File: config.mk
export PLATFORM = sky130hd
export DESIGN_NAME = axil_reg_bank_flat
export DESIGN_NICKNAME = d
export VERILOG_FILES = /design/src/rtl/axil_reg_bank_if.sv /design/src/rtl/axil_reg_bank.sv /design/src/flat_wrapper.sv
export SDC_FILE = /design/constraint.sdc
export NUM_CORES = 2
export LEC_CHECK = 0
export ABC_AREA = 0
export CAP_MARGIN = 20
export CORE_AREA = 5 5 477 479
export DETAILED_ROUTE_END_ITERATION = 6
export DIE_AREA = 0 0 482 484
export GPL_ROUTABILITY_DRIVEN = 1
export PLACE_DENSITY_LB_ADDON = 0.1
export SYNTH_ARGS = -nofsm -noshare
export SYNTH_HDL_FRONTEND = slang
export SYNTH_SLANG_ARGS = --single-unit
File: constraint.sdc
create_clock -name i_clk -period 3 [get_ports i_clk]
set_input_delay 0.45 -clock i_clk [delete_from_list [all_inputs] [get_ports i_clk]]
set_output_delay 0.45 -clock i_clk [all_outputs]
set_load 0.05 [all_outputs]
File: src/rtl/axil_reg_bank_if.sv
// AXI-Lite connection between a master and the axil_reg_bank slave.
// A beat moves on the rising edge where valid && ready; valid holds with a stable payload until then.
interface axil_reg_bank_if #(
  parameter int ADDR_WIDTH = 16,
  parameter int DATA_WIDTH = 64
);
  logic [ADDR_WIDTH-1:0]   awaddr;
  logic [2:0]              awprot;
  logic                    awvalid;
  logic                    awready;
  logic [DATA_WIDTH-1:0]   wdata;
  logic [DATA_WIDTH/8-1:0] wstrb;
  logic                    wvalid;
  logic                    wready;
  logic [1:0]              bresp;
  logic                    bvalid;
  logic                    bready;
  logic [ADDR_WIDTH-1:0]   araddr;
  logic [2:0]              arprot;
  logic                    arvalid;
  logic                    arready;
  logic [DATA_WIDTH-1:0]   rdata;
  logic [1:0]              rresp;
  logic                    rvalid;
  logic                    rready;

  modport master (
    output awaddr, awprot, awvalid, input awready,
    output wdata, wstrb, wvalid, input wready,
    input bresp, bvalid, output bready,
    output araddr, arprot, arvalid, input arready,
    input rdata, rresp, rvalid, output rready
  );

  modport slave (
    input awaddr, awprot, awvalid, output awready,
    input wdata, wstrb, wvalid, output wready,
    output bresp, bvalid, input bready,
    input araddr, arprot, arvalid, output arready,
    output rdata, rresp, rvalid, input rready
  );
endinterface

File: src/rtl/axil_reg_bank.sv
// AXI-Lite register bank: flat array of byte-strobed R/W registers with per-register write pulses.
// AW and W are captured independently; out-of-range word indices answer SLVERR.
module axil_reg_bank #(
  parameter int ADDR_WIDTH = 16,
  parameter int DATA_WIDTH = 64,
  parameter int NUM_REGS = 16,
  parameter logic [DATA_WIDTH-1:0] RESET_VALUE = '0
) (
  input  logic                         i_clk,
  input  logic                         i_rst_n,
  axil_reg_bank_if.slave               bus,
  output logic [NUM_REGS*DATA_WIDTH-1:0] o_regs,
  output logic [NUM_REGS-1:0]          o_wr_pulse
);
  localparam int STRB_W = DATA_WIDTH / 8;
  localparam int OFFS = $clog2(STRB_W);
  localparam logic [ADDR_WIDTH-1:0] NUM_REGS_A = ADDR_WIDTH'(NUM_REGS);
  localparam logic [1:0] RESP_OKAY = 2'b00;
  localparam logic [1:0] RESP_SLVERR = 2'b10;

  typedef enum logic {R_IDLE = 1'b0, R_RESP = 1'b1} r_state_t;

  logic [DATA_WIDTH-1:0] regs_q [NUM_REGS];
  logic [NUM_REGS-1:0]   wr_pulse_q;

  logic                  aw_full, w_full, bvalid_q;
  logic [ADDR_WIDTH-1:0] aw_addr_q;
  logic [DATA_WIDTH-1:0] w_data_q;
  logic [STRB_W-1:0]     w_strb_q;
  logic [1:0]            bresp_q;

  logic                  aw_hs, w_hs, commit, w_in_range;
  logic [ADDR_WIDTH-1:0] cw_addr, w_word;
  logic [DATA_WIDTH-1:0] cw_data;
  logic [STRB_W-1:0]     cw_strb;

  r_state_t              r_state, r_state_next;
  logic                  ar_hs, r_in_range;
  logic [ADDR_WIDTH-1:0] r_word;
  logic [DATA_WIDTH-1:0] r_sel, rdata_q;
  logic [1:0]            rresp_q;

  logic unused_prot;
  assign unused_prot = ^{bus.awprot, bus.arprot};

  assign bus.awready = !aw_full && !bvalid_q;
  assign bus.wready  = !w_full && !bvalid_q;
  assign bus.bvalid  = bvalid_q;
  assign bus.bresp   = bresp_q;
  assign aw_hs = bus.awvalid && bus.awready;
  assign w_hs  = bus.wvalid && bus.wready;

  // Address and data each come from the holder if parked there, else from the live beat.
  assign commit     = (aw_full || aw_hs) && (w_full || w_hs);
  assign cw_addr    = aw_full ? aw_addr_q : bus.awaddr;
  assign cw_data    = w_full ? w_data_q : bus.wdata;
  assign cw_strb    = w_full ? w_strb_q : bus.wstrb;
  assign w_word     = cw_addr >> OFFS;
  assign w_in_range = w_word < NUM_REGS_A;

  always_ff @(posedge i_clk or negedge i_rst_n) begin
    if (!i_rst_n) begin
      aw_full   <= 1'b0;
      aw_addr_q <= '0;
      w_full    <= 1'b0;
      w_data_q  <= '0;
      w_strb_q  <= '0;
      bvalid_q  <= 1'b0;
      bresp_q   <= RESP_OKAY;
    end else if (commit) begin
      aw_full  <= 1'b0;
      w_full   <= 1'b0;
      bvalid_q <= 1'b1;
      bresp_q  <= w_in_range ? RESP_OKAY : RESP_SLVERR;
    end else begin
      if (aw_hs) begin
        aw_full   <= 1'b1;
        aw_addr_q <= bus.awaddr;
      end
      if (w_hs) begin
        w_full   <= 1'b1;
        w_data_q <= bus.wdata;
        w_strb_q <= bus.wstrb;
      end
      if (bvalid_q && bus.bready) bvalid_q <= 1'b0;
    end
  end

  always_ff @(posedge i_clk or negedge i_rst_n) begin
    if (!i_rst_n) begin
      for (int k = 0; k < NUM_REGS; k++) regs_q[k] <= RESET_VALUE;
      wr_pulse_q <= '0;
    end else begin
      wr_pulse_q <= '0;
      for (int k = 0; k < NUM_REGS; k++) begin
        if (commit && w_in_range && (w_word == ADDR_WIDTH'(k))) begin
          wr_pulse_q[k] <= 1'b1;
          for (int b = 0; b < STRB_W; b++)
            if (cw_strb[b]) regs_q[k][b*8 +: 8] <= cw_data[b*8 +: 8];
        end
      end
    end
  end

  for (genvar g = 0; g < NUM_REGS; g++) begin : g_regs_out
    assign o_regs[g*DATA_WIDTH +: DATA_WIDTH] = regs_q[g];
  end
  assign o_wr_pulse = wr_pulse_q;

  // Read FSM
  always_ff @(posedge i_clk or negedge i_rst_n) begin
    if (!i_rst_n) r_state <= R_IDLE;
    else          r_state <= r_state_next;
  end

  always_comb begin
    r_state_next = r_state;
    case (r_state)
      R_IDLE:  if (bus.arvalid) r_state_next = R_RESP;
      R_RESP:  if (bus.rready)  r_state_next = R_IDLE;
      default: r_state_next = R_IDLE;
    endcase
  end

  always_comb begin
    bus.arready = 1'b0;
    bus.rvalid  = 1'b0;
    case (r_state)
      R_IDLE:  bus.arready = 1'b1;
      R_RESP:  bus.rvalid  = 1'b1;
      default: ;
    endcase
  end

  assign ar_hs      = bus.arvalid && (r_state == R_IDLE);
  assign r_word     = bus.araddr >> OFFS;
  assign r_in_range = r_word < NUM_REGS_A;

  always_comb begin
    r_sel = '0;
    for (int k = 0; k < NUM_REGS; k++)
      if (r_word == ADDR_WIDTH'(k)) r_sel = regs_q[k];
  end

  // Read data is captured from regs_q before any same-edge write lands.
  always_ff @(posedge i_clk or negedge i_rst_n) begin
    if (!i_rst_n) begin
      rdata_q <= '0;
      rresp_q <= RESP_OKAY;
    end else if (ar_hs) begin
      rdata_q <= r_in_range ? r_sel : '0;
      rresp_q <= r_in_range ? RESP_OKAY : RESP_SLVERR;
    end
  end

  assign bus.rdata = rdata_q;
  assign bus.rresp = rresp_q;
endmodule

File: src/flat_wrapper.sv
// flat-port wrapper written by rule: the top's interface ports become plain ports
module axil_reg_bank_flat 
#(
  parameter int ADDR_WIDTH = 16,
  parameter int DATA_WIDTH = 64,
  parameter int NUM_REGS = 16,
  parameter logic [DATA_WIDTH-1:0] RESET_VALUE = '0
)
  (i_clk, i_rst_n, o_regs, o_wr_pulse, bus_awaddr, bus_awprot, bus_awvalid, bus_awready, bus_wdata, bus_wstrb, bus_wvalid, bus_wready, bus_bresp, bus_bvalid, bus_bready, bus_araddr, bus_arprot, bus_arvalid, bus_arready, bus_rdata, bus_rresp, bus_rvalid, bus_rready);
  axil_reg_bank_if #(.ADDR_WIDTH(ADDR_WIDTH), .DATA_WIDTH(DATA_WIDTH)) bus_i ();
  input  logic i_clk;
  input  logic i_rst_n;
  output logic [NUM_REGS*DATA_WIDTH-1:0] o_regs;
  output logic [NUM_REGS-1:0] o_wr_pulse;
  input wire logic [$bits(bus_i.awaddr)-1:0] bus_awaddr;
  input wire logic [$bits(bus_i.awprot)-1:0] bus_awprot;
  input wire logic [$bits(bus_i.awvalid)-1:0] bus_awvalid;
  output wire logic [$bits(bus_i.awready)-1:0] bus_awready;
  input wire logic [$bits(bus_i.wdata)-1:0] bus_wdata;
  input wire logic [$bits(bus_i.wstrb)-1:0] bus_wstrb;
  input wire logic [$bits(bus_i.wvalid)-1:0] bus_wvalid;
  output wire logic [$bits(bus_i.wready)-1:0] bus_wready;
  output wire logic [$bits(bus_i.bresp)-1:0] bus_bresp;
  output wire logic [$bits(bus_i.bvalid)-1:0] bus_bvalid;
  input wire logic [$bits(bus_i.bready)-1:0] bus_bready;
  input wire logic [$bits(bus_i.araddr)-1:0] bus_araddr;
  input wire logic [$bits(bus_i.arprot)-1:0] bus_arprot;
  input wire logic [$bits(bus_i.arvalid)-1:0] bus_arvalid;
  output wire logic [$bits(bus_i.arready)-1:0] bus_arready;
  output wire logic [$bits(bus_i.rdata)-1:0] bus_rdata;
  output wire logic [$bits(bus_i.rresp)-1:0] bus_rresp;
  output wire logic [$bits(bus_i.rvalid)-1:0] bus_rvalid;
  input wire logic [$bits(bus_i.rready)-1:0] bus_rready;
  assign bus_i.awaddr = bus_awaddr;
  assign bus_i.awprot = bus_awprot;
  assign bus_i.awvalid = bus_awvalid;
  assign bus_awready = bus_i.awready;
  assign bus_i.wdata = bus_wdata;
  assign bus_i.wstrb = bus_wstrb;
  assign bus_i.wvalid = bus_wvalid;
  assign bus_wready = bus_i.wready;
  assign bus_bresp = bus_i.bresp;
  assign bus_bvalid = bus_i.bvalid;
  assign bus_i.bready = bus_bready;
  assign bus_i.araddr = bus_araddr;
  assign bus_i.arprot = bus_arprot;
  assign bus_i.arvalid = bus_arvalid;
  assign bus_arready = bus_i.arready;
  assign bus_rdata = bus_i.rdata;
  assign bus_rresp = bus_i.rresp;
  assign bus_rvalid = bus_i.rvalid;
  assign bus_i.rready = bus_rready;
  axil_reg_bank #(.ADDR_WIDTH(ADDR_WIDTH), .DATA_WIDTH(DATA_WIDTH), .NUM_REGS(NUM_REGS), .RESET_VALUE(RESET_VALUE)) u_core (.i_clk(i_clk), .i_rst_n(i_rst_n), .bus(bus_i), .o_regs(o_regs), .o_wr_pulse(o_wr_pulse));
endmodule
Yosys cells after proc, flatten, opt, wreduce, memory -nomap -nowiden

Cells that the tools add are included.

Register bits: 1200
Bits in latches: 0
Memory bits (writable): 0
Memory bits (read-only): 0
Bits of input ports: 117
Output and inout bits: 1113
Logic and storage cells: 386
Memories kept: 0

Add/subtract/negate cells: 0
Multiply operators: 0
Div/mod/pow operators: 0
Magnitude comparators: 2
Eq/ne operators: 30
Shifts and indexed selects: 0
Mux-type cells: 49
Bitwise logic cells: 2
Reductions and logical operators: 164

Operators by type and width:

| operator            | number |
|---|---|
| $mux 64             | 18 |
| $reduce_and 2->1    | 130 |
| $eq 13x4->1 const B | 16 |
| $eq 13x3->1 const B | 8 |
| $eq 13x2->1 const B | 4 |
| $logic_not 16->1    | 2 |
| $eq 13x1->1 const B | 2 |
| $lt 13x5->1 const B | 2 |
| $mux 1              | 26 |
| $logic_and 1x1->1   | 24 |
| $mux 16             | 1 |
| $mux 8              | 1 |
| $reduce_bool 2->1   | 3 |
| $mux 2              | 2 |
| $logic_not 1->1     | 3 |
| $logic_or 1x1->1    | 2 |
| $not 1->1           | 2 |
| $pmux 1 s2          | 1 |

Logic depth before layout (Yosys ltp)

Depth after elaboration: 18
Gate-level depth with buffers: 11
Gate-level depth less buffers: 6

Worst setup path before layout

No wires, ideal clock.

Path type: register -> register
Start: register u_core.bvalid_q (netlist: u_core.bus.bvalid)
End: register u_core.regs_q, in the netlist u_core.o_regs[256]
Library setup time: 0.125 ns
Data arrival time: 2.417 ns
Required time: 2.875 ns
Setup slack: 0.459 ns
Cell stages (with the launch flop): 9
Buffers on the path: 2
Clock period less this slack: 2.541 ns
Cell sequence: dfrtp_1 > nor2b_1 > o22ai_1 > a21oi_2 > o21ai_1 > buf_2 > buf_4 > nor3_4 > mux2_2

Longest elaborated chain between the ends: 8
Elaborated cells between the ends (all ways): 11
Classes of those cells: reduce/logical (11)

Ends and longest elaborated chain:

| item                                 | line                                     | source |
|---|---|---|
| start, declared                      | axil_reg_bank.sv:26                      | `logic aw_full, w_full, bvalid_q;` |
| start signal, assigned               | axil_reg_bank.sv:68                      | `bvalid_q <= 1'b0;` |
| start signal, assigned               | axil_reg_bank.sv:73                      | `bvalid_q <= 1'b1;` |
| start signal, assigned               | axil_reg_bank.sv:85                      | `if (bvalid_q && bus.bready) bvalid_q <= 1'b0;` |
| $logic_not 1->1 *                    | axil_reg_bank.sv:46, axil_reg_bank.sv:47 |  |
| $logic_and 1x1->1 (on tied branches) | axil_reg_bank.sv:46, axil_reg_bank.sv:47 |  |
| $logic_and 1x1->1 (on tied branches) | axil_reg_bank.sv:50, axil_reg_bank.sv:51 |  |
| $logic_or 1x1->1                     | axil_reg_bank.sv:54                      | `assign commit = (aw_full \|\| aw_hs) && (w_full \|\| w_hs);` |
| $logic_and 1x1->1 *                  | axil_reg_bank.sv:54                      |  |
| $logic_and 1x1->1 * (2 in series)    | axil_reg_bank.sv:96                      | `if (commit && w_in_range && (w_word == ADDR_WIDTH'(k))) begin` |
| $reduce_and 2->1 (no source line) *  | -                                        |  |
| end signal, assigned by index        | axil_reg_bank.sv:99                      | `if (cw_strb[b]) regs_q[k][b*8 +: 8] <= cw_data[b*8 +: 8];` |
| end, declared                        | axil_reg_bank.sv:23                      | `logic [DATA_WIDTH-1:0] regs_q [NUM_REGS];` |

Every way passes the cells marked *; elsewhere a longest branch is shown, timed or not.
A chain may end at the register's enable or synchronous reset.

Worst setup path in the final report

Start: register u_core.w_full
End: output bus_wready

Longest elaborated chain between the ends: 2

Ends and longest elaborated chain:

| item                   | line                | source |
|---|---|---|
| start, declared        | axil_reg_bank.sv:26 |  |
| start signal, assigned | axil_reg_bank.sv:65 | `w_full <= 1'b0;` |
| start signal, assigned | axil_reg_bank.sv:72 | `w_full <= 1'b0;` |
| start signal, assigned | axil_reg_bank.sv:81 | `w_full <= 1'b1;` |
| $logic_not 1->1        | axil_reg_bank.sv:47 | `assign bus.wready = !w_full && !bvalid_q;` |
| $logic_and 1x1->1      | axil_reg_bank.sv:47 |  |
| end, declared          | flat_wrapper.sv:22  | `output wire logic [$bits(bus_i.wready)-1:0] bus_wready;` |

Every way passes these cells.

==> impl_metrics.yaml <==
logic_synthesis:
  synth_edf_count: 0
  ys_warn_count: 0
  yosysTopAreaCell: "dfrtp_1"
  synth_seq_cells: 1195
  synth_area_um2: 55640
  synthDistinctLibCells: 81
  yosysSeqAreaShare: 0.5374
  yosys_most_used_dff: "dfrtp_1"
  synth_top_area_share: 0.5374
  syn_area_per_cell_um2: 12.77
  async_flop_share: 1.000
  synthTopCellsByArea: "dfrtp_1, mux2_2, nor3_4"
  synthCells: 4358
cts:
  clock_path_buffers: 3
  clock_latency_ps: 840
  clock-sinks: 1195
  clkTransAtPathRegs_ps: 60
  cts_tree: "built"
  numCtsBuffers: 153
  h-tree-depth: 4
  cts_root_buf: "clkbuf_16"
critical_path:
  worst_path_largest_cell_delay_ps: 810
  r2r_cells: 9
  path_delay_family: "buffers and inverters"
  crit_fanout: 18
  crit_path_end_kind: "primary output"
  rr_endpoint: "u_core.o_regs[440]"
  slowest_stage: "clkdlybuf4s50_1"
  critPathLaunchType: "flip-flop"
  worst_r2r_startpoint: "u_core.aw_full"
  critPathArrivalTime_ps: 2450
  crit_required_ps: 2550
  ff2ff_setup_slack_ps: 250
  cp.buffers_inverters: 2
  path_class: "reg2out"
  worstPathCellList: "buf_12 > nor2_1 > clkdlybuf4s50_1"
floorplan:
  core_um2: 223200
  die_y_um: 484
  die_area_um2: 233300
  die_width_um: 482
  start_util: 0.2494
  rows: 174
  ios: 1230
global_routing:
  use_met3: 0.09215
  grt_start_max_net_pins: 108
  global_route.usage.total: 0.2995
  grt_use_met2: 0.4831
  grt_pass1_vias: 48265
  grtUsageMet1: 0.3759
  grt-busiest-layer: "met2"
  grt-ovfl-total: 0
  grt_antenna_before_repair: 39
  grt_pass1_wl_um: 474300
power_and_ir_drop:
  switching_power_mw: 14.43
  switching_share: 0.3196
  power_density_nw_per_um2: 550.2
  p_leak_nw: 35.54
  pwr-share-comb: 0.182
  seqPwrFrac: 0.390
  clkPwrFrac: 0.428
  irDropWorstVdd_mv: 0.6305
  p_int_mw: 30.72
sta:
  setup_violations: 0
  fmax_mhz: 345.0
  period_share: 0.9662
  holdWs_ps: 129.1
  tightest_slew_ps: 867.7
  grt_setup_unrepaired: "no"
  max_slew_margin: 0.4197
  finalClockSkew_ps: 52.53
  drv_slew: 0
  finalHoldViolations: 0
  min_period_ps: 2899
place:
  dp_cells: 8711
  place_congestion: 0.8972
  hpwl_um: 273000
  io_buffers: 1215
route:
  drtIter0Drc: 4380
  ant_nets: 0
  via_per_inst: 5.317
  wl_um: 360900
  wl_per_cell_um: 40.09
  vias: 47872
  drc: 0
  first_pass_iters: 6
final_layout:
  synthToLayoutAreaGrowth_pct: 47.47
  drive_gt1_frac: 0.3555
  nFillCells: 21871
  layout.cells.most_common_list: "clkdlybuf4s50_1, dfrtp_1, mux2_2"
  nets: 5992
  utilization: 0.3677
  final_common_cell: "clkdlybuf4s50_1"
  fin_cells: 9004
min_path:
  min_path_type: "in2async"
outcome:
  outcome: "finished clean"
flow_run:
  cap_violations: 0
-- synthesized netlist by cell type, drive strengths merged, types with 4 or more instances --
library cell  instances
a21boi               20
o22ai                50
or4                   4
nor4                 35
inv                   9
a22o                 47
dfrtp              1195
o2bb2ai              26
nand2               187
clkbuf              212
a31oi                60
nand3b                4
and2                  6
nor2b                12
a32oi                 8
mux2i                25
o2111ai               4
a211o                10
mux4                  4
nand2b                8
a22oi               156
nand3                42
o31ai                 6
nor4b                 5
a211oi                8
nor3                161
o21a                 14
a221oi               45
nor2                235
o221ai               81
a21oi               148
a222oi               15
buf                 118
or2                  13
and3                 22
mux2               1179
o21ai               122
o211ai               20
-- power by group through the flow --
stage                     sequential, mW  clock, mW  combinational (mW)
after floorplan                     18.6          0                3.58
after global placement              17.9          0                8.18
after detailed placement            17.9          0                8.21
after CTS                           17.6       19.7                8.22
after global routing                17.7       20.3                8.52
final                               17.6       19.3                8.20
-- worst max-delay path by stage --
stage | slack, ps | cells after the start | startpoint | endpoint
2_1_floorplan | 460 | 8 | u_core.bus.bvalid | u_core.o_regs[256]
3_3_place_gp | -380 | 8 | bus_araddr[10] | u_core.bus.rdata[36]
3_5_place_dp | -400 | 8 | bus_araddr[10] | u_core.bus.rdata[36]
4_1_cts | 10 | 3 | u_core.w_full | bus_wready
5_1_grt | 5 | 3 | u_core.w_full | bus_wready
6_report | 100 | 3 | u_core.w_full | bus_wready
-- repair_timing --
item	in CTS	in global routing
endpoints found under the setup margin	0	0
buffers inserted	0	0
hold buffers	1	0
gates resized for setup	0	0
hold endpoints to repair	255	0
-- cell families (layout without fill, tap and decap cells) --
family / after synthesis / after routing / share of synthesized area
AND/OR/NAND/NOR: 755 / 755 / 0.08401
flip-flops: 1195 / 1195 / 0.5374
buffers and inverters: 340 / 1984 / 0.02597
other: 1 / 11 / 0.00006739
multiplexers: 1208 / 1208 / 0.2447
AO/OA/AOI/OAI: 859 / 859 / 0.1078
-- state kept, by name (all words and copies together), names as in the netlist --
register / flops
u_core.bus.rdata: 64
u_core.aw_addr_q: 13
u_core.w_strb_q: 8
u_core.w_full: 1
u_core.bus.bresp: 1
u_core.bus.rresp: 1
u_core.bus.bvalid: 1
u_core.o_wr_pulse: 16
u_core.o_regs: 1024
u_core.r_state: 1
u_core.w_data_q: 64
u_core.aw_full: 1
-- final cells by class --
type,count,area [um^2],area share
Timing Repair Buffer,1691,18390,0.2241
Inverter,10,38.79,0.0004727
Tap cell,2992,3744,0.04562
Antenna cell,9,22.52,0.0002745
Multi-Input combinational cell,2824,24740,0.3015
Clock buffer,243,4695,0.05721
Sequential cell,1195,29910,0.3645
Clock inverter,40,518.0,0.006313
-- metal layers --
metal	vias up	wire, um
li1	19478	-
met3	502	31440
met5	-	87
met4	14	16170
met1	25562	146200
met2	2316	167100
-- stage by stage --
step / setup slack [ps] / total power, mW / setup TNS (ps) / instance area (um^2)
2_1_floorplan: 458.5 / 22.16 / 0 / 55650
3_3_place_gp: -382.3 / 26.04 / -55530 / 76810
3_5_place_dp: -402.1 / 26.11 / -73150 / 76810
4_1_cts: 11.10 / 45.53 / 0 / 82040
5_1_grt: 4.649 / 46.52 / 0 / 82050
6_report: 101.3 / 45.15 / 0 / 82060
(Power assumes the default switching activity.)
